`src/rtl/alu_mdu.sv`:
```
// Sequential RV32/64 execute unit: single-cycle RV32I ALU ops plus iterative
// (1 bit/cycle) M-extension multiply/divide behind valid/ready handshakes.
module alu_mdu #(
  parameter int XLEN = 32
) (
  input  logic            clk,
  input  logic            rst_n,
  input  logic            flush,
  input  logic            in_valid,
  output logic            in_ready,
  input  logic [4:0]      op,
  input  logic [XLEN-1:0] a,
  input  logic [XLEN-1:0] b,
  output logic            out_valid,
  input  logic            out_ready,
  output logic [XLEN-1:0] result,
  output logic            busy
);

  localparam int SHAMT_W = $clog2(XLEN);

  localparam logic [1:0] S_IDLE = 2'd0;
  localparam logic [1:0] S_MUL  = 2'd1;
  localparam logic [1:0] S_DIV  = 2'd2;
  localparam logic [1:0] S_DONE = 2'd3;

  localparam logic [XLEN-1:0] MIN_INT = {1'b1, {(XLEN-1){1'b0}}};

  // Base op codes are {funct7[5], funct3}; anything unlisted yields zero.
  function automatic logic [XLEN-1:0] f_alu(input logic [3:0] sel,
                                            input logic [XLEN-1:0] x,
                                            input logic [XLEN-1:0] y);
    logic [SHAMT_W-1:0] sh;
    sh = y[SHAMT_W-1:0];
    case (sel)
      4'b0000: f_alu = x + y;
      4'b1000: f_alu = x - y;
      4'b0001: f_alu = x << sh;
      4'b0010: f_alu = {{(XLEN-1){1'b0}}, ($signed(x) < $signed(y))};
      4'b0011: f_alu = {{(XLEN-1){1'b0}}, (x < y)};
      4'b0100: f_alu = x ^ y;
      4'b0101: f_alu = x >> sh;
      4'b1101: f_alu = $unsigned($signed(x) >>> sh);
      4'b0110: f_alu = x | y;
      4'b0111: f_alu = x & y;
      default: f_alu = '0;
    endcase
  endfunction

  function automatic logic [XLEN-1:0] f_mag(input logic [XLEN-1:0] x, input logic neg);
    f_mag = neg ? (~x + 1'b1) : x;
  endfunction

  logic [1:0]         r_state;
  logic [SHAMT_W-1:0] r_cnt;
  logic [XLEN-1:0]    r_hi;
  logic [XLEN-1:0]    r_lo;
  logic [XLEN-1:0]    r_opd;
  logic               r_neg;
  logic               r_rneg;
  logic [1:0]         r_fn;
  logic [XLEN-1:0]    r_result;

  logic               w_accept;
  logic               w_mop;
  logic               w_div_s;
  logic               w_a_neg;
  logic               w_b_neg;
  logic [XLEN-1:0]    w_a_mag;
  logic [XLEN-1:0]    w_b_mag;
  logic               w_b_zero;
  logic               w_ovf;
  logic [XLEN:0]      w_sum;
  logic [XLEN-1:0]    w_mul_hi;
  logic [XLEN-1:0]    w_mul_lo;
  logic [XLEN:0]      w_rsh;
  logic [XLEN:0]      w_diff;
  logic               w_ge;
  logic [XLEN-1:0]    w_div_hi;
  logic [XLEN-1:0]    w_div_lo;
  logic [2*XLEN-1:0]  w_prod;
  logic [XLEN-1:0]    w_final;
  logic               w_last;

  assign in_ready  = (r_state == S_IDLE) | ((r_state == S_DONE) & out_ready);
  assign out_valid = (r_state == S_DONE);
  assign busy      = (r_state == S_MUL) | (r_state == S_DIV);
  assign result    = r_result;
  assign w_accept  = in_valid & in_ready;
  assign w_last    = busy & (r_cnt == SHAMT_W'(XLEN-1));

  // Operand signedness: MUL/MULH s*s, MULHSU s*u, MULHU u*u, DIV/REM signed.
  always_comb begin
    w_mop    = op[4] & ~op[3];
    w_div_s  = ~op[0];
    w_a_neg  = (op[2] ? w_div_s : (op[1:0] != 2'b11)) & a[XLEN-1];
    w_b_neg  = (op[2] ? w_div_s : ~op[1]) & b[XLEN-1];
    w_a_mag  = f_mag(a, w_a_neg);
    w_b_mag  = f_mag(b, w_b_neg);
    w_b_zero = (b == '0);
    w_ovf    = w_div_s & (a == MIN_INT) & (b == {XLEN{1'b1}});
  end

  // One shift-add multiply step and one restoring divide step, sharing r_hi/r_lo.
  always_comb begin
    w_sum    = {1'b0, r_hi} + (r_lo[0] ? {1'b0, r_opd} : '0);
    w_mul_hi = w_sum[XLEN:1];
    w_mul_lo = {w_sum[0], r_lo[XLEN-1:1]};
    w_rsh    = {r_hi, r_lo[XLEN-1]};
    w_diff   = w_rsh - {1'b0, r_opd};
    w_ge     = ~w_diff[XLEN];
    w_div_hi = w_ge ? w_diff[XLEN-1:0] : w_rsh[XLEN-1:0];
    w_div_lo = {r_lo[XLEN-2:0], w_ge};
    w_prod   = {w_mul_hi, w_mul_lo};
    if (r_neg) w_prod = ~w_prod + 1'b1;
    if (r_state == S_MUL)
      w_final = (r_fn == 2'b00) ? w_prod[XLEN-1:0] : w_prod[2*XLEN-1:XLEN];
    else if (r_fn[1])
      w_final = f_mag(w_div_hi, r_rneg);
    else
      w_final = f_mag(w_div_lo, r_neg);
  end

  always_ff @(posedge clk or negedge rst_n) begin
    if (!rst_n) begin
      r_state  <= S_IDLE;
      r_cnt    <= '0;
      r_hi     <= '0;
      r_lo     <= '0;
      r_opd    <= '0;
      r_neg    <= 1'b0;
      r_rneg   <= 1'b0;
      r_fn     <= '0;
      r_result <= '0;
    end else if (flush) begin
      r_state <= S_IDLE;
      r_cnt   <= '0;
    end else if (busy) begin
      r_hi  <= (r_state == S_MUL) ? w_mul_hi : w_div_hi;
      r_lo  <= (r_state == S_MUL) ? w_mul_lo : w_div_lo;
      r_cnt <= r_cnt + SHAMT_W'(1);
      if (w_last) begin
        r_state  <= S_DONE;
        r_result <= w_final;
        r_cnt    <= '0;
      end
    end else if (w_accept) begin
      r_cnt <= '0;
      r_fn  <= op[1:0];
      if (!w_mop) begin
        r_result <= op[4] ? '0 : f_alu(op[3:0], a, b);
        r_state  <= S_DONE;
      end else if (!op[2]) begin
        r_hi    <= '0;
        r_lo    <= w_b_mag;
        r_opd   <= w_a_mag;
        r_neg   <= w_a_neg ^ w_b_neg;
        r_state <= S_MUL;
      end else if (w_b_zero) begin
        r_result <= op[1] ? a : {XLEN{1'b1}};
        r_state  <= S_DONE;
      end else if (w_ovf) begin
        r_result <= op[1] ? '0 : a;
        r_state  <= S_DONE;
      end else begin
        r_hi    <= '0;
        r_lo    <= w_a_mag;
        r_opd   <= w_b_mag;
        r_neg   <= w_a_neg ^ w_b_neg;
        r_rneg  <= w_a_neg;
        r_state <= S_DIV;
      end
    end else if ((r_state == S_DONE) && out_ready) begin
      r_state <= S_IDLE;
    end
  end

endmodule

```
`config.mk`:
```
export PLATFORM = sky130hd
export DESIGN_NAME = alu_mdu
export DESIGN_NICKNAME = d
export VERILOG_FILES = /design/src/rtl/alu_mdu.sv
export SDC_FILE = /design/constraint.sdc
export NUM_CORES = 1
export LEC_CHECK = 0
export ABC_AREA = 0
export CORE_MARGIN = 4
export CORE_UTILIZATION = 35
export DETAILED_ROUTE_END_ITERATION = 10
export SETUP_SLACK_MARGIN = 0.4
export SKIP_CTS_REPAIR_TIMING = 1
export SKIP_LAST_GASP = 1
export SLEW_MARGIN = 30
export SYNTH_ARGS = -nofsm -noshare
export SYNTH_HDL_FRONTEND = slang
export SYNTH_SLANG_ARGS = --single-unit
```
`constraint.sdc`:
```
create_clock -name clk -period 7.9 [get_ports clk]
set_input_delay 1.975 -clock clk [delete_from_list [all_inputs] [get_ports clk]]
set_output_delay 1.975 -clock clk [all_outputs]
set_load 0.02 [all_outputs]
```
==> results.cfg, run 1 <==
[sta]
fin_crit_sh = 0.8385
fmax_ghz = 0.1510
timing.hold.ws_ns = 0.4686
grt_setup_unrepaired = false
setup_tns_ns = 0
setup_slack_ns = 1.276
clock_skew_ns = 0.009859
finalSetupViolCount = 0
hold_viol = 0
final_max_slew_viol_count = 0
fin_crit_ns = 6.624
worstMarginPinSlew_ns = 1.116
slew_headroom = 0.2541

[power_and_ir_drop]
worst_ir_drop_vdd_v = 0.0002393
powerDensity_mw_per_mm2 = 388.0
power_mw = 10.90
p_leak_nw = 11.34

[grt]
grt-ovfl-total = 0
grt_pass1_wl_um = 180200
grtUsageTotal = 0.3019
grt_max_degree = 92
grt_pass1_vias = 27330
antenna_found_initial = 1

[cts]
htree_levels = 4
numCtsBuffers = 17
clock-sinks = 139
clockBufferDepth = 2
clkTransAtPathRegs_ns = 0.06
clk_latency_ns = 0.46
root_buffer = clkbuf_16
cts_tree = done

[run]
drv_cap = 0

[route]
drt_iter0_drc = 3917
vias = 29900
post-route-drc-count = 0
routedWlPerCell_um = 26.59
finalWirelength_um = 123200
drtPass1Iterations = 6
antenna_left = 0
viasPerCell = 6.454

[synthesis]
synth_edf_count = 0
synth_nets = 4002
ys_types = 92
synth-main-ff-cell = dfrtp_1
synth.avg_cell_area_um2 = 6.833
synthArstFlopShare = 1.000
yosysWarnings = 0
synth_seq_area_share = 0.1357
synth_cells = 3752
syn_area_mm2 = 0.02564
ys_ff_latch = 139

[layout]
final_util = 0.3897
final_cell_mix = nor2_1 (420), nand2_1 (410), a21oi_1 (378)
final_common_cell = nor2_1
stdcell_count = 4633
area_growth_pct = 9.600
design_area_mm2 = 0.02810
drive_above_1_share = 0.07061
nets = 3919
nFillCells = 7677

[worst_setup_path]
cp_max_fo = 10
r2r_setup_slack_ns = 1.79
r2r_end = result[26]
cp-start-kind = input pin
worstSetupEndpoint = result[0]
crit_required_ns = 8.23
rr_startpoint = r_lo[31]
worstPathArrival_ns = 6.95
cp-startpoint = a[10]
path_class = in2reg
r2r_cells = 22
crit_path_end_kind = register

[place]
postPlaceCellArea_mm2 = 0.02751
place_hpwl_um = 95320
place.gp.congestion = 1.096
pre_cts_ws_ns = 1.003
place_inst = 4600
io_buffers = 108

[floorplan]
core-area_mm2 = 0.07210
initial_utilization = 0.3556
pin_count = 109
num_rows = 98
die_w_um = 278.6
die_area_mm2 = 0.07764
fp.dieH_um = 278.6

[run_status]
outcome = completed

[worst_hold_path]
hold_path_class = reg2reg
==> sequential cells by signal, indices dropped and copies added (netlist names) <==
signal / cells
r_lo: 32
r_state: 2
r_neg: 1
r_hi: 32
r_cnt: 5
result: 32
r_opd: 32
r_rneg: 1
r_fn: 2
==> cell type report <==
cell class / count / area (um2) / share of cell area
inverter: 177 / 664.4 / 0.02365
tap: 950 / 1189 / 0.04230
timing repair buffer: 194 / 1738 / 0.06185
sequential: 139 / 3480 / 0.1238
multi-input combinational: 3140 / 20450 / 0.7277
clock inverter: 15 / 153.9 / 0.005477
antenna: 1 / 2.502 / 0.00008906
clock buffer: 17 / 425.4 / 0.01514
==> synthesized netlist by cell type, types with 26 or more instances <==
cell type	instances	share of area
ha_1	172	0.084
xnor2_1	167	0.057
nor3_1	81	0.016
xor2_1	65	0.022
inv_1	169	0.025
a31oi_1	41	0.010
nand2b_1	27	0.0066
o31ai_1	56	0.016
nor2_1	424	0.062
dfrtp_1	139	0.14
a211oi_1	99	0.029
a221oi_1	35	0.012
nand4_1	33	0.0081
mux2_2	41	0.018
o21ai_0	344	0.067
a21oi_1	378	0.074
o22ai_1	37	0.0090
nand3_1	58	0.011
mux4_2	30	0.026
buf_1	32	0.0047
nand2_1	412	0.060
or3_1	29	0.0071
clkbuf_1	258	0.038
mux2i_1	72	0.028
o2111ai_1	26	0.0089
a21o_1	51	0.015
o211ai_1	55	0.016
==> worst min path at each step <==
stage	to	from	cells past startpoint
2_1_floorplan	r_opd[10]	r_opd[10]	2
3_3_place_gp	result[7]	result[7]	2
3_5_place_dp	result[7]	result[7]	2
4_1_cts	result[7]	result[7]	2
5_1_grt	r_opd[7]	r_opd[7]	2
6_report	result[7]	result[7]	2
==> per-layer routing <==
layer,wire length [um],GRT usage,up-vias,part of all wire
met1,50290,0.4095,14100,0.41
li1,-,-,13550,-
met4,7520,0.1519,0,0.061
met5,0,0,-,0
met2,52070,0.4564,1872,0.42
met3,13330,0.05978,380,0.11
==> critical path, stage by stage <==
cell and delay [ns]:
clkdlybuf4s50_1 0.80, inv_1 0.16, ha_1 0.47, or3_1 0.40
or4_1 0.45, nor3_1 0.16, a21oi_1 0.23, o21ai_0 0.54
o211ai_1 0.21, a21oi_1 0.29, o21bai_1 0.23, a2111oi_0 0.67
o221a_2 0.31, o21ai_0 0.06
==> where the power goes <==
| group | leakage [nW] | switching (mW) | internal (mW) |
|---|---|---|---|
| Sequential | 1.77 | 0.499 | 1.01 |
| Combinational | 9.29 | 5.58 | 2.97 |
| Clock | 0.281 | 0.393 | 0.446 |
==> cell families after synthesis <==
logic type / count (synthesis) / share of synthesized area
fa+ha+maj: 178 / 0.08785
compound gates: 1353 / 0.3356
mux: 143 / 0.07247
buf+inv: 473 / 0.06979
simple gates: 1234 / 0.2193
xor+xnor: 232 / 0.07926
flops: 139 / 0.1357
Note: power is estimated with default switching activity, not from simulation.
==> run 2: changes to the inputs <==
==> constraint.sdc (replaced) <==
create_clock -name clk -period 5.8 [get_ports clk]
set_input_delay 1.45 -clock clk [delete_from_list [all_inputs] [get_ports clk]]
set_output_delay 1.45 -clock clk [all_outputs]
set_load 0.02 [all_outputs]
==> run 2 against run 1 <==
  * First-iteration DRC count shrank 14%
  * Clock power is 30% higher
  * Die area unchanged
  * Total power up 43%
  * Highest routed layer unchanged
==> results.cfg, run 2 (synthesized netlist as in run 1, its figures left out) <==
[run_status]
outcome = completed

[layout]
multiInputGateArea_mm2 = 0.02057
final_common_cell = nor2_1
stdcell_count = 4831
nets = 4118
n_antenna_cell = 0
nFillCells = 7731
seq_area_mm2 = 0.003480
final_cell_mix = nor2_1 (421), nand2_1 (410), a21oi_1 (375)
area_growth_pct = 16.18
drive_above_1_share = 0.1237
design_area_mm2 = 0.02978

[worst_hold_path]
hold_depth = 2
hp-start = r_opd[30]
min_to = r_opd[30]
hold_path_class = reg2reg

[worst_setup_path]
worstPathArrival_ns = 5.56
r2r_end = result[31]
cp_max_fo = 4
path_class = in2reg
crit_required_ns = 6.12
rr_startpoint = r_opd[0]
r2r_cells = 17
r2r_setup_slack_ns = 0.62
cp-start-kind = input pin
crit_path_end_kind = register

[cts]
numCtsBuffers = 17
clk_latency_ns = 0.45
htree_levels = 4
clock-sinks = 139
clkTransAtPathRegs_ns = 0.06
clockBufferDepth = 2
cts_tree = done
root_buffer = clkbuf_16

[sta]
fin_crit_ns = 5.247
worstMarginPinSlew_ns = 1.111
grt_setup_unrepaired = true
finalSetupViolCount = 0
slew_headroom = 0.2564
timing.hold.ws_ns = 0.4838
clock_skew_ns = 0.01371
fin_crit_sh = 0.9047
final_max_slew_viol_count = 0
fmax_ghz = 0.1906
hold_viol = 0

[power_and_ir_drop]
p_sw_mw = 8.882
swShare = 0.5688
powerDensity_mw_per_mm2 = 524.3
combPwrFrac = 0.800
internal-power_mw = 6.734
p_leak_nw = 12.34
seqPwrFrac = 0.130
power_mw = 15.62
worst_ir_drop_vdd_v = 0.0003641
clockPowerShare = 0.070

[route]
post-route-drc-count = 0
routedWlPerCell_um = 26.58
drt_iter0_drc = 3384
viasPerCell = 6.270
drtPass1Iterations = 9
finalWirelength_um = 128400
vias = 30290
antenna_left = 0

[floorplan]
die_w_um = 278.6
fp.dieH_um = 278.6
initial_utilization = 0.3556
die_area_mm2 = 0.07764
core-area_mm2 = 0.07210
pin_count = 109
num_rows = 98

[run]
drv_cap = 0

[grt]
grtUsageTotal = 0.3160
antenna_found_initial = 2
grt_pass1_vias = 28180
grt-ovfl-total = 0
grt_max_degree = 91
grt_pass1_wl_um = 188000

[place]
place_hpwl_um = 101900
place_inst = 4798
io_buffers = 108
postPlaceCellArea_mm2 = 0.02908
place.gp.congestion = 1.109
[run 2: cell count changes in the layout (fill, tap and decap cells not counted), sizes merged]
cell and delta:
clkbuf +3, diode -1, inv -5, buf +199, clkinv +2
[run 2: final cells by class]
cell class,count,share of cell area
Timing Repair Buffer,393,0.1117
Clock inverter,12,0.003781
Tap cell,950,0.03991
Clock buffer,20,0.01500
Sequential cell,139,0.1168
Multi-Input combinational cell,3140,0.6905
Inverter,177,0.02231
[run 2: worst max-delay path by stage]
stage / from / end / cells after the start
6_report: a[12] / result[0] / 16
5_1_grt: r_lo[31] / result[26] / 29
4_1_cts: r_lo[31] / result[26] / 29
3_5_place_dp: a[12] / result[31] / 16
3_3_place_gp: a[12] / result[31] / 16
2_1_floorplan: b[0] / r_hi[13] / 18
[run 2: power by group through the flow]
stage,Clock [mW],Sequential [mW],Combinational (mW)
floorplan,0,1.77,7.96
global placement,0,2.01,12.0
detailed placement,0,2.01,12.0
CTS,1.11,2.00,12.1
global route,1.15,2.07,13.5
finish,1.09,2.03,12.5
[run 2: per-layer routing]
metal  track usage  wire (um)  vias to the layer above
li1              -          -                    13980
met4        0.1578       7415                        0
met5             0          0                        -
met1        0.4247      53010                    14480
met2        0.4998      56770                     1569
met3       0.04089      11180                      270
[run 2: worst max-delay path, stage by stage]
cell	delay, ns
clkdlybuf4s50_1	0.56
inv_1	0.10
ha_1	0.31
or3_1	0.39
or4_1	0.46
nor3_1	0.21
a21oi_2	0.15
o21ai_0	0.21
buf_4	0.17
o211ai_1	0.11
a21oi_1	0.29
o21bai_1	0.24
a2111oi_0	0.47
buf_4	0.20
o221a_2	0.17
o21ai_0	0.07
[run 2: per-stage QoR]
stage | setup WS [ns] | util | setup TNS [ns]
floorplan | 0.4561 | - | 0
global placement | -0.1309 | 0.4033 | -0.1309
detailed placement | -0.1311 | 0.4034 | -0.1359
CTS | 0.2386 | 0.4111 | 0
global route | 0.2982 | 0.4131 | 0
finish | 0.5526 | 0.4131 | 0
